$ cat config.mk
export PLATFORM = sky130hd
export DESIGN_NAME = pc_lut_writer
export DESIGN_NICKNAME = d
export VERILOG_FILES = /design/src/rtl/pc_lut_writer.sv
export SDC_FILE = /design/constraint.sdc
export NUM_CORES = 1
export LEC_CHECK = 0
export CAP_MARGIN = 0
export CORE_MARGIN = 2
export CORE_UTILIZATION = 55
export CTS_BUF_LIST = sky130_fd_sc_hd__clkbuf_2 sky130_fd_sc_hd__clkbuf_4 sky130_fd_sc_hd__clkbuf_8
export CTS_CLUSTER_DIAMETER = 150
export CTS_CLUSTER_SIZE = 28
export DETAILED_ROUTE_END_ITERATION = 16
export GPL_TIMING_DRIVEN = 0
export PLACE_DENSITY_LB_ADDON = 0.12
export SKIP_CTS_REPAIR_TIMING = 1
export SLEW_MARGIN = 20
export SYNTH_ARGS = -nofsm -noshare
export SYNTH_HDL_FRONTEND = slang
export SYNTH_SLANG_ARGS = --single-unit
$ cat constraint.sdc
create_clock -name clk -period 4.4 [get_ports clk]
set_input_delay 0.66 -clock clk [delete_from_list [all_inputs] [get_ports clk]]
set_output_delay 0.66 -clock clk [all_outputs]
set_load 0.02 [all_outputs]
$ cat src/rtl/pc_lut_writer.sv
// Writable 5-bit-index -> 12-bit PC-target table with a streaming load port,
// commit lock, and a swept clear. The fetch side reads combinationally.
module pc_lut_writer #(
    parameter int unsigned D  = 12,
    parameter int unsigned AW = 5,
    parameter int unsigned N  = 32
) (
    input  logic          clk,
    input  logic          rst_n,
    input  logic          clear,
    input  logic          wr_valid,
    output logic          wr_ready,
    input  logic          wr_auto,
    input  logic [AW-1:0] wr_addr,
    input  logic [D-1:0]  wr_data,
    input  logic          commit,
    output logic          locked,
    output logic [AW:0]   wr_count,
    output logic          wr_err,
    input  logic [AW-1:0] rd_addr,
    output logic [D-1:0]  rd_target
);

    typedef enum logic [1:0] {StLoad, StLocked, StClear} state_e;

    localparam logic [AW:0] NumEnt  = (AW+1)'(N);
    localparam logic [AW:0] LastEnt = (AW+1)'(N - 1);
    localparam logic [AW:0] One     = (AW+1)'(1);

    state_e        state_q, state_d;
    logic [AW:0]   ptr_q, ptr_d;
    logic [AW:0]   cnt_q, cnt_d;
    logic [AW:0]   sweep_q, sweep_d;
    logic          err_q, err_d;
    logic [D-1:0]  mem_q [N];

    logic          mem_we;
    logic [AW-1:0] mem_waddr;
    logic [D-1:0]  mem_wdata;
    logic [AW:0]   wr_idx;
    logic          accept;

    // Auto beats stall (not error) once the pointer has run off the end.
    assign wr_ready = (state_q == StLoad) && !clear && !(wr_auto && (ptr_q == NumEnt));
    assign accept   = wr_valid && wr_ready;
    assign wr_idx   = wr_auto ? ptr_q : {1'b0, wr_addr};

    always_comb begin
        state_d   = state_q;
        ptr_d     = ptr_q;
        cnt_d     = cnt_q;
        sweep_d   = sweep_q;
        err_d     = err_q;
        mem_we    = 1'b0;
        mem_waddr = wr_idx[AW-1:0];
        mem_wdata = wr_data;

        if (clear) begin
            state_d = StClear;
            ptr_d   = '0;
            cnt_d   = '0;
            err_d   = 1'b0;
            sweep_d = '0;
        end else begin
            unique case (state_q)
                StLoad: begin
                    if (accept) begin
                        if (wr_idx < NumEnt) begin
                            mem_we = 1'b1;
                            if (cnt_q != NumEnt) cnt_d = cnt_q + One;
                        end else begin
                            err_d = 1'b1;
                        end
                        if (wr_auto) ptr_d = ptr_q + One;
                    end
                    if (commit) state_d = StLocked;
                end
                StLocked: begin
                    if (wr_valid) err_d = 1'b1;
                end
                StClear: begin
                    mem_we    = 1'b1;
                    mem_waddr = sweep_q[AW-1:0];
                    mem_wdata = '0;
                    if (sweep_q == LastEnt) state_d = StLoad;
                    else                    sweep_d = sweep_q + One;
                end
                default: state_d = StLoad;
            endcase
        end
    end

    always_ff @(posedge clk or negedge rst_n) begin
        if (!rst_n) begin
            state_q <= StLoad;
            ptr_q   <= '0;
            cnt_q   <= '0;
            sweep_q <= '0;
            err_q   <= 1'b0;
            for (int unsigned i = 0; i < N; i++) mem_q[i] <= '0;
        end else begin
            state_q <= state_d;
            ptr_q   <= ptr_d;
            cnt_q   <= cnt_d;
            sweep_q <= sweep_d;
            err_q   <= err_d;
            if (mem_we) mem_q[mem_waddr] <= mem_wdata;
        end
    end

    assign locked   = (state_q == StLocked);
    assign wr_count = cnt_q;
    assign wr_err   = err_q;

    // Read is forced to zero while the sweep is in progress.
    assign rd_target = ((state_q != StClear) && ({1'b0, rd_addr} < NumEnt)) ?
                       mem_q[rd_addr] : '0;

endmodule

==> flow_metrics.tcl, run 1 <==
set metrics [dict create \
    status "finished, final reports clean" \
    cp_max_fo 10 \
    synth_nets 1320 \
    hold_class "flip-flop to flip-flop" \
    multi_input_area_um2 8690 \
    seq_area_frac_synth 0.520 \
    power_frac_clock 0.228 \
    r2r_cells 7 \
    cap_viol_max_count 0 \
    cts_tree "built" \
    setup_viol 0 \
    grt_max_degree 101 \
    io_buffer_count 43 \
    gp_congestion 0.856 \
    slew_violations 0 \
    dp_hpwl_um 34500 \
    grt_pass1_wl_um 74200 \
    end_kind "output pin" \
    cp-startpoint "rd_addr[0]" \
    drive_gt1_frac 0.425 \
    synthCells 1287 \
    max_slew_margin 0.356 \
    antenna_found_initial 2 \
    intPower_mw 4.99 \
    io_pins 49 \
    start_util 0.561 \
    cts_root_buf "clkbuf_8" \
    die_h_um 192 \
    cp-endpoint "rd_target[6]" \
    post-route-drc-count 0 \
    die_w_um 192 \
    syn-cell-area_um2 19500 \
    synth_cell_type_count 66 \
    worstSkewPairLatency_ns 0.61 \
    fin_area_um2 20900 \
    placedInstanceArea_um2 20600 \
    reg2reg_slack_ns 1.43 \
    drt-pass1-iter-count 5 \
    htreeDepth 1 \
    arrival_ns 3.58 \
    worst_pin_slew_ns 0.966 \
    rows 68 \
    worstReg2RegEnd "mem_q[81]$_DFFE_PN0P_" \
    fin_nets 1388 \
    post_drt_wl_per_cell_um 26.8 \
    cts.sinks 405 \
    skew_ns 0.0257 \
    power_density_nw_per_um2 324 \
    track_usage 0.275 \
    combPwrFrac 0.148 \
    finalCritPeriodShare 0.963 \
    r2r_start "state_q[0]$_DFFE_PN0P_" \
    ys_warn_count 0 \
    p_leak_nw 9.73 \
    min_path_cells 1 \
    regArea_um2 10100 \
    power.share.switching 0.263 \
    clk_pin_slew_ns 0.16 \
    clockBufferDepth 3 \
    rsz0062_at_grt "false" \
    wl_um 48600 \
    overflow 0 \
    vias_per_cell 6.21 \
    worstPathRequired_ns 3.74 \
    vias 11234 \
    finalPower_mw 6.77 \
    p_switching_mw 1.78 \
    antenna_left 0 \
    area_growth_pct 7.31 \
    drt_iter0_drc 729 \
    synth-seq-cells 405 \
    ir_drop_uv 250 \
    core_um2 34700 \
    fmax_mhz 236 \
    antenna_cells 0 \
    syn_area_per_cell_um2 15.1 \
    cts_buffers 18 \
    hold_viol 0 \
    fin_crit_ns 4.24 \
    die_area_um2 37000 \
    nFillCells 2688 \
    worstSetupPathType "input port to output pin" \
    power_frac_seq 0.625 \
    crit_path_start_kind "input port" \
    grt_pass1_vias 11751 \
]
## state kept, by name, indices dropped and copies added (netlist names)
register and flops:
wr_count 6, mem_q 384, ptr_q 6, wr_err 1
sweep_q 6, state_q 2
## synthesized netlist by cell type, drive strengths merged
master | instances | area (um2)
a211oi | 8 | 77.6
a21bo | 2 | 26.3
a21oi | 10 | 50.1
a221o | 12 | 120
a221oi | 4 | 35.0
a22oi | 8 | 60.1
a31oi | 14 | 124
a41o | 1 | 10.0
and2 | 14 | 87.6
and2b | 1 | 7.51
and3 | 2 | 12.5
buf | 56 | 405
clkbuf | 60 | 225
dfrtp | 405 | 10100
ha | 5 | 62.6
inv | 9 | 33.8
mux2 | 395 | 4560
mux2i | 32 | 320
mux4 | 96 | 2160
nand2 | 26 | 103
nand2b | 2 | 20.0
nand3 | 8 | 45.0
nand3b | 4 | 30.0
nand4 | 4 | 25.0
nor2 | 50 | 258
nor2b | 6 | 40.0
nor3 | 6 | 40.0
nor3b | 2 | 20.0
nor4 | 2 | 25.0
nor4b | 4 | 56.3
o21a | 4 | 30.0
o21ai | 9 | 60.1
o21bai | 1 | 7.51
o31ai | 1 | 12.5
o41ai | 1 | 8.76
or2 | 3 | 21.3
or3 | 3 | 18.8
or3b | 3 | 26.3
or4b | 1 | 10.0
xnor2 | 5 | 43.8
xor2 | 8 | 70.1
## cells by family (layout without fill, tap and decap cells)
kind of cell / count (synthesis) / in the layout / synth area share
AO/OA/AOI/OAI: 75 / 75 / 0.0319
XOR/XNOR: 13 / 13 / 0.00584
adder cells (fa/ha/maj): 5 / 5 / 0.00321
buffers and inverters: 125 / 193 / 0.0341
flip-flops: 405 / 405 / 0.520
multiplexers: 523 / 523 / 0.361
AND/OR/NAND/NOR: 141 / 141 / 0.0434
## worst min path at each step
stage / start / end / slack (ns)
final: mem_q[257]$_DFFE_PN0P_ / mem_q[257]$_DFFE_PN0P_ / 0.50
after global routing: mem_q[247]$_DFFE_PN0P_ / mem_q[247]$_DFFE_PN0P_ / 0.52
after CTS: rst_n / mem_q[315]$_DFFE_PN0P_ / -0.07
after detailed placement: mem_q[370]$_DFFE_PN0P_ / mem_q[370]$_DFFE_PN0P_ / 0.47
after global placement: mem_q[247]$_DFFE_PN0P_ / mem_q[247]$_DFFE_PN0P_ / 0.46
after floorplan: rst_n / mem_q[0]$_DFFE_PN0P_ / 0.36
## layer usage
metal  global-route usage  vias to the layer above  share of wire
met1                0.407                     6059           0.46
met5                    0                        -              0
met3               0.0468                       59          0.050
met4               0.0593                        0          0.022
met2                0.430                      259           0.47
li1                     -                     4857              -
## power groups by stage
| stage | Combinational [mW] | Sequential (mW) | Clock, mW |
|---|---|---|---|
| 2_1_floorplan | 0.699 | 4.24 | 0 |
| 3_3_place_gp | 0.968 | 4.30 | 0 |
| 3_5_place_dp | 1.01 | 4.30 | 0 |
| 4_1_cts | 1.01 | 4.23 | 1.58 |
| 5_1_grt | 1.08 | 4.27 | 1.70 |
| 6_report | 1.00 | 4.23 | 1.54 |
## cell type report
cell class,count,area share
Multi-Input combinational cell,757,0.415
Clock inverter,1,0.000778
Buffer,116,0.0312
Sequential cell,405,0.485
Timing Repair Buffer,48,0.0266
Clock buffer,19,0.0125
Inverter,9,0.00162
Tap cell,455,0.0272
## worst max-delay path, cell delays in order
cell and delay (ns):
buf_2 0.30, clkbuf_4 0.38, buf_4 0.28, clkbuf_4 0.35
mux2i_1 0.15, a221o_1 0.30, a31oi_1 0.41, clkdlybuf4s50_1 0.71
## layout by cell type (no fill, tap or decap), drive strengths merged, types with 14 or more instances in the layout
master / n
mux2: 395
clkbuf: 84
buf: 56
mux4: 96
clkdlybuf4s50: 42
dfrtp: 405
and2: 14
mux2i: 32
nand2: 26
a31oi: 14
nor2: 50
## stage by stage
stage / util / setup TNS (ns) / hold slack, ns / worst slack [ns] / instances
2_1_floorplan: - / 0 / 0.364 / 1.32 / 1287
4_1_cts: 0.601 / -1.10 / -0.0652 / -0.210 / 1809
3_3_place_gp: 0.590 / -6181.85 / 0.462 / -15.30 / 1785
3_5_place_dp: 0.593 / -1.04 / 0.470 / -0.200 / 1789
6_report: 0.602 / 0 / 0.504 / 0.161 / 1810
5_1_grt: 0.602 / 0 / 0.520 / 0.0344 / 1810
No activity file was read; power rests on OpenSTA's default activity.
==> inputs of run 2 (changes only) <==
==> constraint.sdc (replaced) <==
create_clock -name clk -period 4.4 [get_ports clk]
set_input_delay 0.44 -clock clk [delete_from_list [all_inputs] [get_ports clk]]
set_output_delay 0.44 -clock clk [all_outputs]
set_load 0.02 [all_outputs]
==> flow_metrics.tcl, run 2 (synthesized netlist as in run 1, its figures left out) <==
set metrics [dict create \
    fin_area_um2 20900 \
    worstSetupPathType "input port to output pin" \
    clk_pin_slew_ns 0.17 \
    gp_congestion 0.856 \
    largest_register_ffs 384 \
    drt-pass1-iter-count 5 \
    ir_drop_uv 251 \
    grt_pass1_wl_um 74200 \
    worst_pin_slew_ns 1.05 \
    antenna_left 0 \
    cts_tree "built" \
    regMostFlops "mem_q" \
    cts_buffers 18 \
    cpMostUsedCell "clkbuf_1" \
    worstPathRequired_ns 3.96 \
    final_cell_mix "405 x dfrtp_1, 327 x mux2_2, 96 x mux4_2, 59 x clkbuf_1, 42 x clkdlybuf4s50_1" \
    arrival_ns 3.78 \
    critPathBufInv 3 \
    placedInstanceArea_um2 20600 \
    grt.met2_usage 0.430 \
    crit_path_cell_trace "clkbuf_1 -> clkbuf_1 -> mux4_2 -> mux2i_1 -> nor2_1 -> a221oi_1 -> a21oi_1 -> clkdlybuf4s50_1" \
    core_um2 34700 \
    fin_crit_ns 4.22 \
    hold_class "input port to async pin" \
    die_w_um 192 \
    power_density_nw_per_um2 324 \
    p_leak_nw 9.71 \
    setup_viol 0 \
    nFillCells 2698 \
    area_growth_pct 7.20 \
    status "finished, final reports clean" \
    skew_ns 0.0254 \
    cts_root_buf "clkbuf_8" \
    overflow 0 \
    drive_gt1_frac 0.421 \
    htreeDepth 1 \
    grt_max_degree 101 \
    setup_tns_ns 0 \
    grt_use_met3 0.0468 \
    cp_slowest_cell "clkbuf_1" \
    io_buffer_count 43 \
    rows 68 \
    antenna_found_initial 2 \
    die_h_um 192 \
    antenna_cells 0 \
    vias_per_cell 6.17 \
    start_util 0.561 \
    rsz0062_at_grt "false" \
    grt_pass1_vias 11751 \
    multi_input_area_um2 8690 \
    post_drt_wl_per_cell_um 26.8 \
    drt_iter0_drc 758 \
    crit_path_start_kind "input port" \
    io_pins 49 \
    cp_max_fo 10 \
    fin_nets 1388 \
    end_kind "output pin" \
    cp_top_family "buffers and inverters" \
    max_slew_margin 0.302 \
    top_usage_layer "met2" \
    critPathMaxStageDelay_ns 0.76 \
    hold_viol 0 \
    finalCritPeriodShare 0.960 \
    clockBufferDepth 3 \
    post-route-drc-count 0 \
    track_usage 0.275 \
    worstSkewPairLatency_ns 0.62 \
    regArea_um2 10100 \
    dp_hpwl_um 34500 \
    cap_viol_max_count 0 \
    slew_violations 0 \
    vias 11176 \
    wl_um 48600 \
    met1_usage 0.407 \
    fmax_mhz 237 \
    final_common_cell "dfrtp_1" \
    die_area_um2 37000 \
    cts.sinks 405 \
]
-- run 2: worst paths after layout --
path / start / endpoint / slack [ns] / cells past startpoint
setup / recovery: rd_addr[2] / rd_target[3] / 0.18 / 8
hold / removal: rst_n / mem_q[252]$_DFFE_PN0P_ / 0.31 / 2
setup reg to reg: state_q[0]$_DFFE_PN0P_ / mem_q[27]$_DFFE_PN0P_ / 1.41 / 7
hold reg to reg: mem_q[379]$_DFFE_PN0P_ / mem_q[379]$_DFFE_PN0P_ / 0.50 / 1
max in group asynchronous: rst_n / mem_q[17]$_DFFE_PN0P_ / 2.84 / 4
min in group clk: commit / state_q[0]$_DFFE_PN0P_ / 0.39 / 3
-- run 2: metal layers --
| layer | vias up | wire [um] |
|---|---|---|
| met5 | - | 0 |
| met1 | 6036 | 22700 |
| met2 | 224 | 22600 |
| met4 | 0 | 1060 |
| met3 | 61 | 2230 |
| li1 | 4855 | - |
-- run 2: final cells by class --
type | instances | area share
sequential | 405 | 0.485
multi-input combinational | 757 | 0.416
buffer | 116 | 0.0302
tap | 455 | 0.0273
timing repair buffer | 48 | 0.0266
clock buffer | 19 | 0.0125
inverter | 9 | 0.00162
clock inverter | 1 | 0.000779
-- run 2: metrics by stage --
step                utilization  hold slack [ns]  setup WS, ns  instances  power (mW)
finish                    0.602            0.307         0.177       1810        6.78
detailed placement        0.593            0.388         0.240       1789        5.30
global placement          0.590            0.462        -15.08       1785        5.27
CTS                       0.601           -0.285         0.230       1809        6.81
floorplan                     -            0.144          1.76       1287        4.94
global route              0.602            0.340         0.100       1810        7.05
-- run 2: where the power goes --
part           switching, mW  internal (mW)
registers              0.170           4.06
logic                  0.473          0.527
clock network           1.14          0.405
